==> config.mk <==
export PLATFORM = sky130hd
export DESIGN_NAME = mips_instr_rom_mon
export DESIGN_NICKNAME = d
export VERILOG_FILES = /design/src/rtl/mips_instr_rom_mon.sv
export SDC_FILE = /design/constraint.sdc
export NUM_CORES = 2
export LEC_CHECK = 0
export CAP_MARGIN = 20
export CORE_MARGIN = 2
export CORE_UTILIZATION = 45
export DETAILED_ROUTE_END_ITERATION = 10
export PLACE_DENSITY = 0.58
export SLEW_MARGIN = 20
export SYNTH_ARGS = -nofsm -noshare
export SYNTH_HDL_FRONTEND = slang
export SYNTH_SLANG_ARGS = --single-unit
==> constraint.sdc <==
create_clock -name clk -period 4.87 [get_ports clk]
set_input_delay 0.974 -clock clk [delete_from_list [all_inputs] [get_ports clk]]
set_output_delay 0.974 -clock clk [all_outputs]
set_load 0.02 [all_outputs]
==> src/rtl/mips_instr_rom_mon.sv <==
// Boot-ROM model with CPU run monitor: loadable instruction store, combinational fetch port,
// and a LOAD/RUN/HALTED/TIMEOUT supervisor. Define INSTR_ROM_FETCH_COUNT_EN to build fetch_count.
module mips_instr_rom_mon #(
   parameter logic [31:0] BASE_ADDR = 32'hBFC00000,
   parameter int          DEPTH     = 64,
   parameter int          TIMEOUT   = 100,
   parameter int          BYTE_SWAP = 1
) (
   input  logic                     clk,
   input  logic                     reset,
   input  logic                     load_en,
   input  logic [$clog2(DEPTH)-1:0] load_index,
   input  logic [31:0]              load_data,
   input  logic                     run_go,
   input  logic [31:0]              instr_address,
   output logic [31:0]              instr_readdata,
   input  logic                     active,
   input  logic [31:0]              register_v0,
   output logic [1:0]               state,
   output logic [31:0]              result,
   output logic [31:0]              cycles,
   output logic                     oob_fetch,
   output logic                     misaligned,
   output logic [31:0]              fetch_count
);
   localparam int IW = $clog2(DEPTH);

   typedef enum logic [1:0] {
      ST_LOAD    = 2'd0,
      ST_RUN     = 2'd1,
      ST_HALTED  = 2'd2,
      ST_TIMEOUT = 2'd3
   } state_e;

   state_e      state_q, state_d;
   logic [31:0] rom_q [DEPTH];
   logic [31:0] rom_d [DEPTH];
   logic [31:0] result_q, result_d;
   logic [31:0] cycles_q, cycles_d;
   logic        oob_q, oob_d;
   logic        mis_q, mis_d;

   logic [29:0]   word_off;
   logic          in_window;
   logic [IW-1:0] rd_index;
   logic [31:0]   rd_word;
   logic          halt_req;
   logic          enter_run;

   // Fetch path: the subtraction wraps for addresses below BASE_ADDR, hence the explicit lower bound.
   always_comb begin
      word_off  = 30'((instr_address - BASE_ADDR) >> 2);
      in_window = (instr_address >= BASE_ADDR) && (word_off < 30'(DEPTH));
      rd_index  = word_off[IW-1:0];
      rd_word   = rom_q[rd_index];
      if (!in_window)
         instr_readdata = '0;
      else if (BYTE_SWAP != 0)
         instr_readdata = {rd_word[7:0], rd_word[15:8], rd_word[23:16], rd_word[31:24]};
      else
         instr_readdata = rd_word;
   end

   assign halt_req  = !active && (instr_address == '0);
   assign enter_run = (state_q != ST_RUN) && run_go;

   // NOTE: every signal assigned here gets a default first, so no path leaves a latch behind.
   always_comb begin
      state_d  = state_q;
      rom_d    = rom_q;
      result_d = result_q;
      cycles_d = cycles_q;
      oob_d    = oob_q;
      mis_d    = mis_q;
      unique case (state_q)
         ST_LOAD: begin
            if (load_en) rom_d[load_index] = load_data;
         end
         ST_RUN: begin
            cycles_d = cycles_q + 32'd1;
            if (!in_window && !halt_req) oob_d = 1'b1;
            if (instr_address[1:0] != 2'b00) mis_d = 1'b1;
            if (halt_req) begin
               result_d = register_v0;
               state_d  = ST_HALTED;
            end else if (cycles_d == 32'(TIMEOUT)) begin
               state_d = ST_TIMEOUT;
            end
         end
         default: ;
      endcase
      if (enter_run) begin
         state_d  = ST_RUN;
         result_d = '0;
         cycles_d = '0;
         oob_d    = 1'b0;
         mis_d    = 1'b0;
      end
   end

   // NOTE: the ROM is built from resettable flops because reset must zero every word at once;
   // a plain RAM macro could not honour that.
   // NOTE: state updates use non-blocking assignments so all flops sample pre-edge values.
   always_ff @(posedge clk or negedge reset) begin
      if (!reset) begin
         state_q  <= ST_LOAD;
         result_q <= '0;
         cycles_q <= '0;
         oob_q    <= 1'b0;
         mis_q    <= 1'b0;
         for (int i = 0; i < DEPTH; i++) rom_q[i] <= '0;
      end else begin
         state_q  <= state_d;
         result_q <= result_d;
         cycles_q <= cycles_d;
         oob_q    <= oob_d;
         mis_q    <= mis_d;
         rom_q    <= rom_d;
      end
   end

`ifdef INSTR_ROM_FETCH_COUNT_EN
   logic [31:0] fcnt_q, fcnt_d;
   logic [31:0] prev_addr_q, prev_addr_d;
   logic        first_q, first_d;

   // first_q makes the opening RUN edge count even if it repeats the last address of a previous run.
   always_comb begin
      fcnt_d      = fcnt_q;
      prev_addr_d = prev_addr_q;
      first_d     = first_q;
      if (state_q == ST_RUN) begin
         if (in_window && (first_q || instr_address != prev_addr_q)) fcnt_d = fcnt_q + 32'd1;
         prev_addr_d = instr_address;
         first_d     = 1'b0;
      end
      if (enter_run) begin
         fcnt_d  = '0;
         first_d = 1'b1;
      end
   end

   always_ff @(posedge clk or negedge reset) begin
      if (!reset) begin
         fcnt_q      <= '0;
         prev_addr_q <= '0;
         first_q     <= 1'b1;
      end else begin
         fcnt_q      <= fcnt_d;
         prev_addr_q <= prev_addr_d;
         first_q     <= first_d;
      end
   end

   assign fetch_count = fcnt_q;
`else
   assign fetch_count = '0;
`endif

   assign state      = state_q;
   assign result     = result_q;
   assign cycles     = cycles_q;
   assign oob_fetch  = oob_q;
   assign misaligned = mis_q;
endmodule

; ---- After elaboration in Yosys (flattened, before gate mapping)
; Cells that the tools add are included.
; Widths: inputs -> output; s select.
[totals]
out_inout_bits = 132
wordCells = 124
in_bits = 107
reg_bits = 2116
[classes]
n_bitwise = 2
n_eq_ne = 3
addsub = 2
n_lt_le_gt_ge = 5
n_reduce_logical = 21
mux = 22
[ops]
columns = operator, count
row1 = $bwmux 2048, 1
row2 = $mux 32, 9
row3 = $bmux 32 s6, 1
row4 = $demux 32 s6, 1
row5 = $add 32x1->32 const B, 1
row6 = $eq 32x7->1 const B, 1
row7 = $ge 32x32->1 const B, 1
row8 = $logic_not 32->1, 1
row9 = $sub 32x32->32 const B, 1
row10 = $lt 30x7->1 const B, 1
row11 = $ge 7x7->1 const B, 2
row12 = $not 6->7, 2
row13 = $reduce_and 2->1, 5
row14 = $reduce_bool 2->1, 5
row15 = $mux 2, 4
row16 = $lt 7x1->1 const B, 1
row17 = $mux 1, 6
row18 = $logic_and 1x1->1, 5
row19 = $logic_not 1->1, 3
row20 = $reduce_bool 3->1, 1
row21 = $eq 2x1->1 const B, 1
row22 = $logic_not 2->1, 1
row23 = $ne 2x1->1 const B, 1

; ---- Depth between registers and ports, before layout
[logic_depth]
ltp_word = 8
depth_mapped = 12
mapped_depth_nobuf = 8

; ---- Worst setup path before layout
; No wires, ideal clock.
[synth_timing]
path_kind = input -> output
from = input instr_address[2]
to = output instr_readdata[19]
required_time_ns = 3.896
slack_ns = 0.671
path_buffers = 5
arrival_ns = 3.225
stages = 10
path_cell_list = buf_4 buf_4 buf_4 buf_4 buf_2 mux2_2 o21ai_0 a222oi_1 nor2_1 a211oi_1
[synth_via]
elab_chain_cells = 6
word_cells_on_any_way = 9
cone_classes = add/sub: 1 / order compare: 2 / mux: 4 / bitwise: 1 / reduce/logical: 1
[synth_lines]
columns = element, line
row1 = from (decl), 15  ; input logic [31:0] instr_address,
row2 = "parallel branches: the longest is 5 deep, another holds $sub 32x32->32", -
row3 = $mux 32 (*), 56  ; if (!in_window)
row4 = to (decl), 16  ; output logic [31:0] instr_readdata,
; Every way passes the cells marked *. The select of a mux whose other input is x is not followed.

; ---- Final worst setup path
[layout_timing]
from = input instr_address[6]
to = output instr_readdata[7]
; Same word-level chain as after synthesis.

==> run summary <==
Unique masters post-synth = 64
Via count = 56010
Crit path from = instr_address[6]
Chip Width = 467.1 um
Worst VDD drop = 0.0003755 V
Synth Area per Inst = 15.86 um2
Critical-path top delay cell = a222oi_1
Total power of the final layout = 37.77 mW
Number of synthesized flops with an enable pin = 0
Layout area overhead = 16.05%
Leak Pwr = 54.49 nW
DRC = 0
Final Hold Vio Count = 0
Max FO, Critical Path = 27
Status = finished clean
Die height = 467.1 um
Largest net degree at the start of global routing = 158
Initial antenna violation count = 14
Seq cells post-synth = 2116
Final period utilization = 98.98%
Number of max-cap violations = 0
H-Tree Level Count = 4
IO Port Bufs = 206
First-pass GRT wire length = 416500 um
Fmax = 0.2075 GHz
Grt ovf = 0
CP peak stage delay = 0.74 ns
Clk_skew = 0.01378 ns
Slew margin rel. = 24.85%
Final setup fails = 0
Final Net Count = 6398
FF-to-FF path depth = 6
Worst Setup End Kind = primary output
R2R Setup Slk = 0.78 ns
CTS buffer count = 226
Final WL = 283300 um
Drt pass-1 iters = 7
First DRT Iteration DRCs = 4507
Routed len/inst = 30.45 um
RD Place Congestion = 0.7869
Setup tns final = 0 ns
Hold WS = 0.04056 ns
Worst EP arrival = 3.85 ns
Layout cells sized above 1 = 53.94%
RSZ-0062 raised after global routing = no
Clock root cell = clkbuf_16
YS warnings = 0
Clk_lat worst skew = 0.87 ns
Sequential area share after synthesis = 54.86%
R2r endpoint = rom_q[644]$_DFFE_PN0P_
Cell Pwr Density = 337.2 nW/um2
Initial Utilization = 45.37%
Placeable Area = 212700 um2
Dpl hpwl = 163800 um
Worst R2R Start = state[1]$_DFFE_PN0P_
Placed cell count = 8879
Final Non-Filler Cells = 9302
TritonCTS clock tree = built
Setup crit start kind = primary input
Vias in the first global route = 58360
Cells after Synth = 6084
Synth Flop Type = dfrtp_1
Clock sink total = 2116
CP Cell Sequence = buf_6 -> nor2_2 -> buf_12 -> a222oi_1 -> a21oi_1 -> nor2_1 -> clkdlybuf4s50_1
Slew Viols, Final = 0
Total global-route track usage = 26.13%
Crit path kind = in -> out
Antenna viol nets, final = 0
Clk pin slew, worst setup/hold paths = 0.06 ns
CTS max path bufs = 3
Rows = 169
CP required = 3.90 ns
Hold Path Class = in -> async
Synthesized area = 96520 um2
Slew at the pin with the worst max-slew slack = 1.123 ns
Die Area = 218200 um2
Ys async rst share = 100.0%
I/O pin count = 239
Period minus WS final = 4.820 ns
Via density = 6.021
==> report_power, final <==
group | switching, mW | internal [mW] | leakage, nW
Sequential | 0.101 | 17.7 | 29.5
Clock | 7.28 | 10.7 | 3.84
Combinational | 1.36 | 0.707 | 21.1
Total | 8.74 | 29.0 | 54.5
==> sequential cells by signal, summed over array words and instances (netlist names) <==
signal / flops
result: 32
oob_fetch: 1
rom_q: 2048
cycles: 32
state: 2
misaligned: 1
==> layout make-up <==
class / instances / area, um2
Clock inverter: 73 / 999.7
Multi-Input combinational cell: 3339 / 41140
Antenna cell: 2 / 5.005
Sequential cell: 2116 / 52950
Clock buffer: 344 / 6783
Tap cell: 2821 / 3530
Fill cell: 17510 / 100700
Timing Repair Buffer: 599 / 6568
Inverter: 8 / 30.03
==> metrics by stage <==
step	setup slack [ns]	utilization, %	cell area, um2
finish	0.04969	52.66	112000
global route	0.001251	52.66	112000
CTS	0.004903	52.60	111900
detailed placement	-0.4171	48.85	103900
global placement	-0.4070	48.85	103900
floorplan	0.6706	-	96630
==> worst max path at each step <==
stage	endpoint	slack [ns]	depth (start not counted)
after floorplan	instr_readdata[19]	0.67	10
after global placement	instr_readdata[11]	-0.41	8
after detailed placement	instr_readdata[11]	-0.42	8
after CTS	instr_readdata[11]	0.005	8
after global routing	instr_readdata[16]	0.001	7
final	instr_readdata[7]	0.05	7
==> synth_stat cells, drive strengths merged (14+ instances only) <==
| library cell | count | share of area (%) |
|---|---|---|
| nor2b | 20 | 0.13 |
| a211oi | 14 | 0.11 |
| o21ai | 74 | 0.38 |
| nor3 | 17 | 0.088 |
| a21oi | 40 | 0.21 |
| mux2 | 2063 | 24 |
| nand2 | 85 | 0.34 |
| mux2i | 101 | 1.0 |
| nand4 | 14 | 0.097 |
| buf | 337 | 1.7 |
| nor2 | 90 | 0.35 |
| nand3 | 20 | 0.10 |
| clkbuf | 314 | 1.2 |
| mux4 | 592 | 14 |
| dfrtp | 2116 | 55 |
| a22o | 32 | 0.29 |
==> cells in the final DEF (no fill, tap or decap), types with 8 or more instances in the layout <==
cell type | netlist | routed
and2_1 | 8 | 8
mux4_2 | 592 | 592
nor2b_1 | 20 | 15
mux2_2 | 2002 | 2002
dfrtp_1 | 2116 | 2116
a211oi_1 | 14 | 14
inv_1 | 8 | 8
mux2i_1 | 101 | 100
a22o_1 | 32 | 32
a21oi_1 | 40 | 38
nand4_1 | 13 | 13
buf_4 | 65 | 291
a31oi_1 | 13 | 13
o31ai_1 | 8 | 8
a22oi_1 | 13 | 13
nand3_1 | 20 | 20
nor3_1 | 17 | 15
bufinv_16 | 0 | 21
nor2_4 | 0 | 10
nor4_1 | 11 | 8
buf_12 | 0 | 116
conb_1 | 1 | 32
a221oi_1 | 11 | 10
clkbuf_16 | 0 | 229
o21ai_0 | 65 | 65
clkbuf_1 | 312 | 53
nor2_1 | 89 | 76
clkinv_2 | 0 | 32
clkbuf_8 | 2 | 62
nand2_2 | 2 | 50
buf_2 | 61 | 19
nand2_1 | 83 | 35
mux2_1 | 61 | 61
o21ai_1 | 9 | 9
clkdlybuf4s50_1 | 0 | 148
==> cell families (layout without fill, tap and decap cells) <==
family,count (synthesis),in the layout,share of synthesized area [%]
buf+inv,660,1024,2.948
fa+ha+maj,1,1,0.01296
mux,2756,2756,38.93
flops,2116,2116,54.86
simple gates,306,306,1.565
compound gates,236,236,1.604
other cells,1,34,0.003885
xor+xnor,8,8,0.07260
==> critical path: cells and delay by family <==
family | cells | cell delay, ns
compound gates | 2 | 0.99
simple gates | 2 | 0.47
buf+inv | 3 | 1.33
==> metal layers <==
| layer | part of all wire (%) | GRT usage (%) | up-vias |
|---|---|---|---|
| met5 | 0.016 | 0 | - |
| met4 | 2.1 | 5.914 | 8 |
| met3 | 4.2 | 3.509 | 388 |
| met2 | 48 | 42.31 | 1280 |
| met1 | 45 | 37.68 | 31250 |
| li1 | - | - | 23090 |
==> timing repair <==
action,CTS,global route
buffers inserted,0,0
gates cloned,4,0
endpoints found under the hold margin,0,0
hold buffers,0,0
setup endpoints to repair,15,17
pin swaps,3,1
resized for setup,16,15
No activity file was read; power rests on OpenSTA's default activity.
